$ cat config.mk
export PLATFORM = sky130hd
export DESIGN_NAME = fp32_divider_seq
export DESIGN_NICKNAME = d
export VERILOG_FILES = /design/src/rtl/fp32_pkg.sv /design/src/rtl/fp32_classify.sv /design/src/rtl/fp32_divider_seq.sv
export SDC_FILE = /design/constraint.sdc
export NUM_CORES = 1
export LEC_CHECK = 0
export ABC_CLOCK_PERIOD_IN_PS = 3600
export BUFFER_PORTS_ARGS = -buffer_cell sky130_fd_sc_hd__buf_2
export CAP_MARGIN = 5
export CORE_UTILIZATION = 59
export DETAILED_ROUTE_END_ITERATION = 7
export GPL_TIMING_DRIVEN = 0
export PLACE_DENSITY = 0.81
export SKIP_CTS_REPAIR_TIMING = 1
export SLEW_MARGIN = 30
export SYNTH_ARGS = -nofsm -noshare
export SYNTH_HDL_FRONTEND = slang
export SYNTH_HIERARCHICAL = 1
export SYNTH_SLANG_ARGS = --single-unit
$ cat constraint.sdc
create_clock -name clk -period 3.6 [get_ports clk]
set_clock_uncertainty 0.15 [all_clocks]
set_input_delay 0.18 -clock clk [delete_from_list [all_inputs] [get_ports clk]]
set_output_delay 0.18 -clock clk [all_outputs]
set_load 0.02 [all_outputs]
$ cat src/rtl/fp32_pkg.sv
// Shared FP32 types, constants and FSM encodings for the sequential divider.
package fp32_pkg;

    localparam int EXP_W    = 8;
    localparam int MANT_W   = 23;
    localparam int EXP_BIAS = 127;

    localparam logic [31:0] QNAN    = 32'h7FC0_0000;
    localparam logic [31:0] POS_INF = 32'h7F80_0000;

    typedef struct packed {
        logic              sign;
        logic [EXP_W-1:0]  exp;
        logic [MANT_W-1:0] mant;
    } fp32_t;

    typedef enum logic [1:0] {
        CLS_ZERO,
        CLS_NORM,
        CLS_INF,
        CLS_NAN
    } fp_class_t;

    typedef enum logic [1:0] {
        ST_IDLE,
        ST_DIV,
        ST_NORM,
        ST_DONE
    } state_t;

endpackage

$ cat src/rtl/fp32_classify.sv
// Combinational operand classifier: {exp, mant} -> zero / normal / inf / nan.
// Denormals (exp == 0) are reported as zero so they flush through the divider.
module fp32_classify
    import fp32_pkg::*;
(
    input  logic [30:0] i_op,
    output logic [1:0]  o_cls
);

    fp_class_t w_cls;

    always_comb begin
        if (i_op[30:23] == 8'h00) begin
            w_cls = CLS_ZERO;
        end else if (i_op[30:23] == 8'hFF) begin
            w_cls = (i_op[22:0] != 23'd0) ? CLS_NAN : CLS_INF;
        end else begin
            w_cls = CLS_NORM;
        end
    end

    assign o_cls = w_cls;

endmodule

$ cat src/rtl/fp32_divider_seq.sv
// Sequential FP32 divider, restoring, one quotient bit per cycle, truncating.
// Fixed latency for every operand class; DONE holds until out_ready.
module fp32_divider_seq
    import fp32_pkg::*;
#(
    parameter int XLEN = 32,
    parameter int BIAS = EXP_BIAS
) (
    input  logic            clk,
    input  logic            rst_n,
    input  logic            in_valid,
    output logic            in_ready,
    input  logic [XLEN-1:0] A,
    input  logic [XLEN-1:0] B,
    output logic            out_valid,
    input  logic            out_ready,
    output logic [XLEN-1:0] result,
    output logic            overflow,
    output logic            underflow,
    output logic            exception
);

    localparam logic [9:0] BIAS_W = 10'(BIAS);

    fp32_t              w_a, w_b;
    logic [1:0]         w_cls_a, w_cls_b;
    logic [9:0]         w_exp_in;
    logic               w_ge;
    logic [23:0]        w_diff;
    logic signed [9:0]  w_exp_n;
    logic [22:0]        w_mant_n;
    fp32_t              w_res;
    logic               w_ovf, w_unf, w_exc;

    state_t             r_state;
    fp_class_t          r_cls_a, r_cls_b;
    logic               r_sign;
    logic signed [9:0]  r_exp;
    logic [24:0]        r_rem;
    logic [23:0]        r_div;
    logic [24:0]        r_q;
    logic [4:0]         r_cnt;
    logic [XLEN-1:0]    r_result;
    logic               r_out_valid, r_ovf, r_unf, r_exc;

    assign w_a = A;
    assign w_b = B;

    fp32_classify u_cls_a (.i_op(A[30:0]), .o_cls(w_cls_a));
    fp32_classify u_cls_b (.i_op(B[30:0]), .o_cls(w_cls_b));

    // Two's-complement wrap is intended: r_exp is read back as signed.
    assign w_exp_in = {2'b00, w_a.exp} - {2'b00, w_b.exp} + BIAS_W;

    // Restoring invariant keeps rem < 2*div, so a successful trial fits 24 bits.
    assign w_ge   = (r_rem >= {1'b0, r_div});
    assign w_diff = r_rem[23:0] - r_div;

    always_comb begin
        w_exp_n  = r_q[24] ? r_exp : (r_exp - 10'sd1);
        w_mant_n = r_q[24] ? r_q[23:1] : r_q[22:0];
        w_res    = {r_sign, w_exp_n[7:0], w_mant_n};
        w_ovf    = 1'b0;
        w_unf    = 1'b0;
        w_exc    = 1'b0;
        if (r_cls_a == CLS_NAN || r_cls_b == CLS_NAN ||
            (r_cls_a == CLS_ZERO && r_cls_b == CLS_ZERO) ||
            (r_cls_a == CLS_INF  && r_cls_b == CLS_INF)) begin
            w_res = QNAN;
            w_exc = 1'b1;
        end else if (r_cls_a == CLS_NORM && r_cls_b == CLS_ZERO) begin
            w_res = POS_INF | {r_sign, 31'd0};
            w_exc = 1'b1;
        end else if (r_cls_a == CLS_INF) begin
            w_res = POS_INF | {r_sign, 31'd0};
        end else if (r_cls_a == CLS_ZERO || r_cls_b == CLS_INF) begin
            w_res = {r_sign, 31'd0};
        end else if (w_exp_n >= 10'sd255) begin
            w_res = POS_INF | {r_sign, 31'd0};
            w_ovf = 1'b1;
        end else if (w_exp_n <= 10'sd0) begin
            w_res = {r_sign, 31'd0};
            w_unf = 1'b1;
        end
    end

    always_ff @(posedge clk) begin
        if (!rst_n) begin
            r_state     <= ST_IDLE;
            r_cls_a     <= CLS_ZERO;
            r_cls_b     <= CLS_ZERO;
            r_sign      <= 1'b0;
            r_exp       <= '0;
            r_rem       <= '0;
            r_div       <= '0;
            r_q         <= '0;
            r_cnt       <= '0;
            r_result    <= '0;
            r_out_valid <= 1'b0;
            r_ovf       <= 1'b0;
            r_unf       <= 1'b0;
            r_exc       <= 1'b0;
        end else begin
            case (r_state)
                ST_IDLE: begin
                    if (in_valid) begin
                        r_cls_a <= fp_class_t'(w_cls_a);
                        r_cls_b <= fp_class_t'(w_cls_b);
                        r_sign  <= w_a.sign ^ w_b.sign;
                        r_exp   <= w_exp_in;
                        r_rem   <= {2'b01, w_a.mant};
                        r_div   <= {1'b1, w_b.mant};
                        r_q     <= '0;
                        r_cnt   <= '0;
                        r_state <= ST_DIV;
                    end
                end
                ST_DIV: begin
                    if (w_ge) begin
                        r_q   <= {r_q[23:0], 1'b1};
                        r_rem <= {w_diff, 1'b0};
                    end else begin
                        r_q   <= {r_q[23:0], 1'b0};
                        r_rem <= {r_rem[23:0], 1'b0};
                    end
                    r_cnt <= r_cnt + 5'd1;
                    if (r_cnt == 5'd24) begin
                        r_state <= ST_NORM;
                    end
                end
                ST_NORM: begin
                    r_result    <= w_res;
                    r_ovf       <= w_ovf;
                    r_unf       <= w_unf;
                    r_exc       <= w_exc;
                    r_out_valid <= 1'b1;
                    r_cnt       <= '0;
                    r_state     <= ST_DONE;
                end
                ST_DONE: begin
                    if (out_ready) begin
                        r_out_valid <= 1'b0;
                        r_state     <= ST_IDLE;
                    end
                end
                default: r_state <= ST_IDLE;
            endcase
        end
    end

    assign in_ready  = (r_state == ST_IDLE);
    assign out_valid = r_out_valid;
    assign result    = r_result;
    assign overflow  = r_ovf;
    assign underflow = r_unf;
    assign exception = r_exc;

endmodule

==> impl_metrics.ini <==
[run_status]
status = finished, violations left
violations_in_the_final_reports = negative hold slack

[routing]
detail_route.wirelength_mm = 23.3
drt-pass1-iter-count = 5
drc = 0
wire_per_inst_um = 17.4
vias = 8039
detail_route.iter0.violations = 767
vias_per_cell = 6.00
ant_nets = 0

[setup_path]
ff2ff_setup_slack_ns = 0.37
cp_max_fo = 10
crit_path_start_kind = register
timing.critical_path.slowest_cell_delay_ns = 0.38
cp_slowest_cell = ha_1
crit-reg2reg-launch = r_rem[8]$_SDFFE_PN0P_
rr_endpoint = r_rem[13]$_SDFFE_PN0P_
capturing_element_type_of_the_critical_path = register
timing.critical_path.required_ns = 3.79
timing.critical_path.buf_inv = 3
worst-r2r-cell-count = 10
worst_setup_path_startpoint = r_rem[8]$_SDFFE_PN0P_
crit_chain = ha_1, and3_1, clkbuf_1, and3_1, a31oi_1, nor3b_1, buf_2, buf_2, nor2_1, a221oi_1
data_arrival_at_the_endpoint_of_the_critical_path_ns = 3.42
path_delay_family = simple AND/OR/NAND/NOR gates
critPathKind = reg -> reg

[clocking]
ctsLongestPathBuffers = 2
clock_tree_from_tritoncts = built
tritoncts.num_buffers = 17
ctsRootBufferMaster = clkbuf_16
htree_levels = 4
clock_insertion_delay_worst_skew_ns = 0.44
clk_pin_slew_ns = 0.06
clock-sinks = 132

[die]
row_count = 41
io_pins = 105
die_height_um = 118
design.die.area_mm2 = 0.0139
start_util_pct = 61.7
dieWidth_um = 118
floorplan.core_area_mm2 = 0.0128

[placed_design]
placed_cells = 1278
port_buffers = 104
dp_hpwl_mm = 16.9
place_area_mm2 = 0.00864
globalplace.congestion = 0.979

[logic_synthesis]
postSynth.asyncResetShare_pct = 0
synthSimpleGateAreaFrac_pct = 22.3
synthMuxAreaShare_pct = 4.56
ys_ff_latch = 132
dominant_combinational_cell_family_by_area_after_synthesis = simple AND/OR/NAND/NOR gates
synth_area_in_adders_pct = 6.99
synth_xor_xnor_area_share_pct = 4.87
synth_enable_flop_cells = 0
synthDistinctLibCells = 68
synthesis.area_mm2 = 0.00791
postSynth.topFlopCell = dfxtp_1
synth.yosys.seq_area_share_pct = 33.4
synth-warning-count = 6
synth-compound-area-share_pct = 22.1
postSynthCellCount = 1002
mappedNetlistNets = 1113
syn_avg_cell_area_um2 = 7.89

[power]
pwr_density_cell_mw_per_mm2 = 931
total_leakage_power_uw = 0.00383
power.ir.vdd_worst_mv = 0.514

[sta]
post-route-min-period_ns = 3.23
finalHoldViolCount = 3
slew_headroom_pct = 42.3
final-setup-viol-count = 0
finalMaxSlewViolations = 0
tightest_slew_ns = 0.853
grt_setup_unrepaired = no
layout_worst_path_cycle_share_pct = 89.7
setup_total_negative_slack_ns = 0
hold_slack_ns = -0.0112
highest_achievable_clock_rate_mhz = 310

[final_layout]
finish.net_count = 1265
area_growth_syn_to_layout_pct = 20.6
fill_cells = 1028
post-route-cell-area_mm2 = 0.00954
finalNonFillerCells = 1340
final_layout_size_suffix_gt1_share_pct = 15.6

[min_path]
hold_depth = 3
hp-class = in -> reg
hold_path_startpoint = A[14]
worstHoldEndpoint = r_rem[14]$_SDFFE_PN0P_

[global_routing]
grt_antenna_before_repair = 2
globalRoute.totalOverflow = 0
grt_pass1_wl_mm = 36.2
pin_count_of_the_biggest_net_entering_global_routing = 17
vias_in_the_first_global_route = 7134
grtUsageTotal_pct = 33.2

[run]
timing.max_cap.violations = 0
## power breakdown
group | total, µW | switching (µW) | internal (µW)
clock network | 1780 | 712 | 1070
logic | 5090 | 3180 | 1910
registers | 2010 | 250 | 1760
## worst max path at each step
stage          cells after the start                endpoint
2_1_floorplan                     11   r_rem[1]$_SDFFE_PN0P_
3_3_place_gp                      10  r_rem[13]$_SDFFE_PN0P_
3_5_place_dp                      11  r_rem[13]$_SDFFE_PN0P_
4_1_cts                           11  r_rem[13]$_SDFFE_PN0P_
5_1_grt                           12  r_rem[20]$_SDFFE_PN0P_
6_report                          10  r_rem[13]$_SDFFE_PN0P_
## synthesized netlist by cell type (all sizes together), types with 3 or more instances
| cell type | number | area (µm²) |
|---|---|---|
| a21o | 14 | 105 |
| or4 | 5 | 41.3 |
| o21a | 6 | 45.0 |
| o211ai | 14 | 105 |
| or3 | 9 | 61.3 |
| mux2i | 36 | 360 |
| buf | 12 | 76.3 |
| a31o | 5 | 43.8 |
| o21ai | 68 | 415 |
| nor4b | 4 | 41.3 |
| a211oi | 14 | 105 |
| a22oi | 26 | 195 |
| nor2b | 10 | 62.6 |
| inv | 51 | 191 |
| and2 | 5 | 31.3 |
| and4 | 3 | 26.3 |
| xor2 | 17 | 149 |
| nor4 | 21 | 156 |
| dfxtp | 132 | 2640 |
| nand4 | 16 | 100 |
| nand2 | 114 | 428 |
| ha | 41 | 513 |
| nand3 | 11 | 67.6 |
| and3 | 7 | 48.8 |
| o2111ai | 4 | 35.0 |
| a311oi | 3 | 32.5 |
| nand2b | 9 | 56.3 |
| a31oi | 9 | 56.3 |
| a21boi | 3 | 22.5 |
| nor2 | 115 | 434 |
| a21oi | 84 | 420 |
| clkbuf | 51 | 191 |
| nor3 | 28 | 140 |
| xnor2 | 27 | 236 |
## worst reg2reg max path, cell delays in order (launching register included)
cell	delay, ns
dfxtp_1	0.36
ha_1	0.38
and3_1	0.21
clkbuf_1	0.15
and3_1	0.23
a31oi_1	0.36
nor3b_1	0.23
buf_2	0.31
buf_2	0.31
nor2_1	0.16
a221oi_1	0.29
## layer usage
metal | global-route usage, % | vias up | routed length [µm] | part of all wire, %
met5 | 0 | - | 10 | 0.043
met4 | 14.7 | 2 | 935 | 4.0
met3 | 9.74 | 77 | 2150 | 9.2
met2 | 50.4 | 352 | 10100 | 43
met1 | 43.6 | 3739 | 10200 | 44
li1 | - | 3869 | - | -
## cell usage in the layout (no fill, tap or decap), types with 10 or more instances in the layout
cell type      instances
a211oi_1              14
a21o_1                14
a21oi_1               84
a22oi_1               26
buf_2                108
clkbuf_1              52
clkbuf_16             17
dfxtp_1              132
dlygate4sd3_1         29
ha_1                  41
inv_1                 51
mux2i_1               36
nand2_1              114
nand3_1               10
nand4_1               16
nor2_1               114
nor2b_1               10
nor3_1                28
nor4_1                17
o211ai_1              14
o21ai_0               47
o21ai_2               20
xnor2_1               27
xor2_1                17
## cell families (layout without fill, tap and decap cells)
group,count (synthesis),count (layout)
compound gates,268,268
buf+inv,114,279
xor+xnor,44,44
flops,132,132
fa+ha+maj,43,43
simple gates,365,365
other cells,0,1
mux,36,36
## area by class of cell
class	count	area [µm²]	share of cell area, %
flip-flops and latches	132	2640	27.7
well taps	172	215	2.26
clock inverters	12	143	1.50
diodes	1	2.50	0.0262
inverters	51	191	2.01
multi-input cells	756	4810	50.4
repair buffers	133	811	8.50
plain buffers	63	268	2.81
clock buffers	20	457	4.79
## stage by stage
stage          utilization (%)  setup WS (ns)  total power (µW)  hold WS [ns]
2_1_floorplan                -          0.997              5710         0.166
3_3_place_gp              67.4          0.518              6850         0.281
3_5_place_dp              67.4          0.497              6900         0.289
4_1_cts                   72.1          0.463              8710        -0.159
5_1_grt                   74.4          0.294              9400       0.00888
6_report                  74.4          0.372              8870       -0.0112
## flip-flops by register name, indices dropped and copies added (netlist names)
| signal | count |
|---|---|
| underflow | 1 |
| r_cls_b | 2 |
| exception | 1 |
| r_q | 25 |
| r_cls_a | 2 |
| result | 32 |
| overflow | 1 |
| r_cnt | 5 |
| r_exp | 10 |
| r_div | 24 |
| r_rem | 25 |
| r_state | 2 |
| r_sign | 1 |
| out_valid | 1 |
No activity file was read; power rests on OpenSTA's default activity.
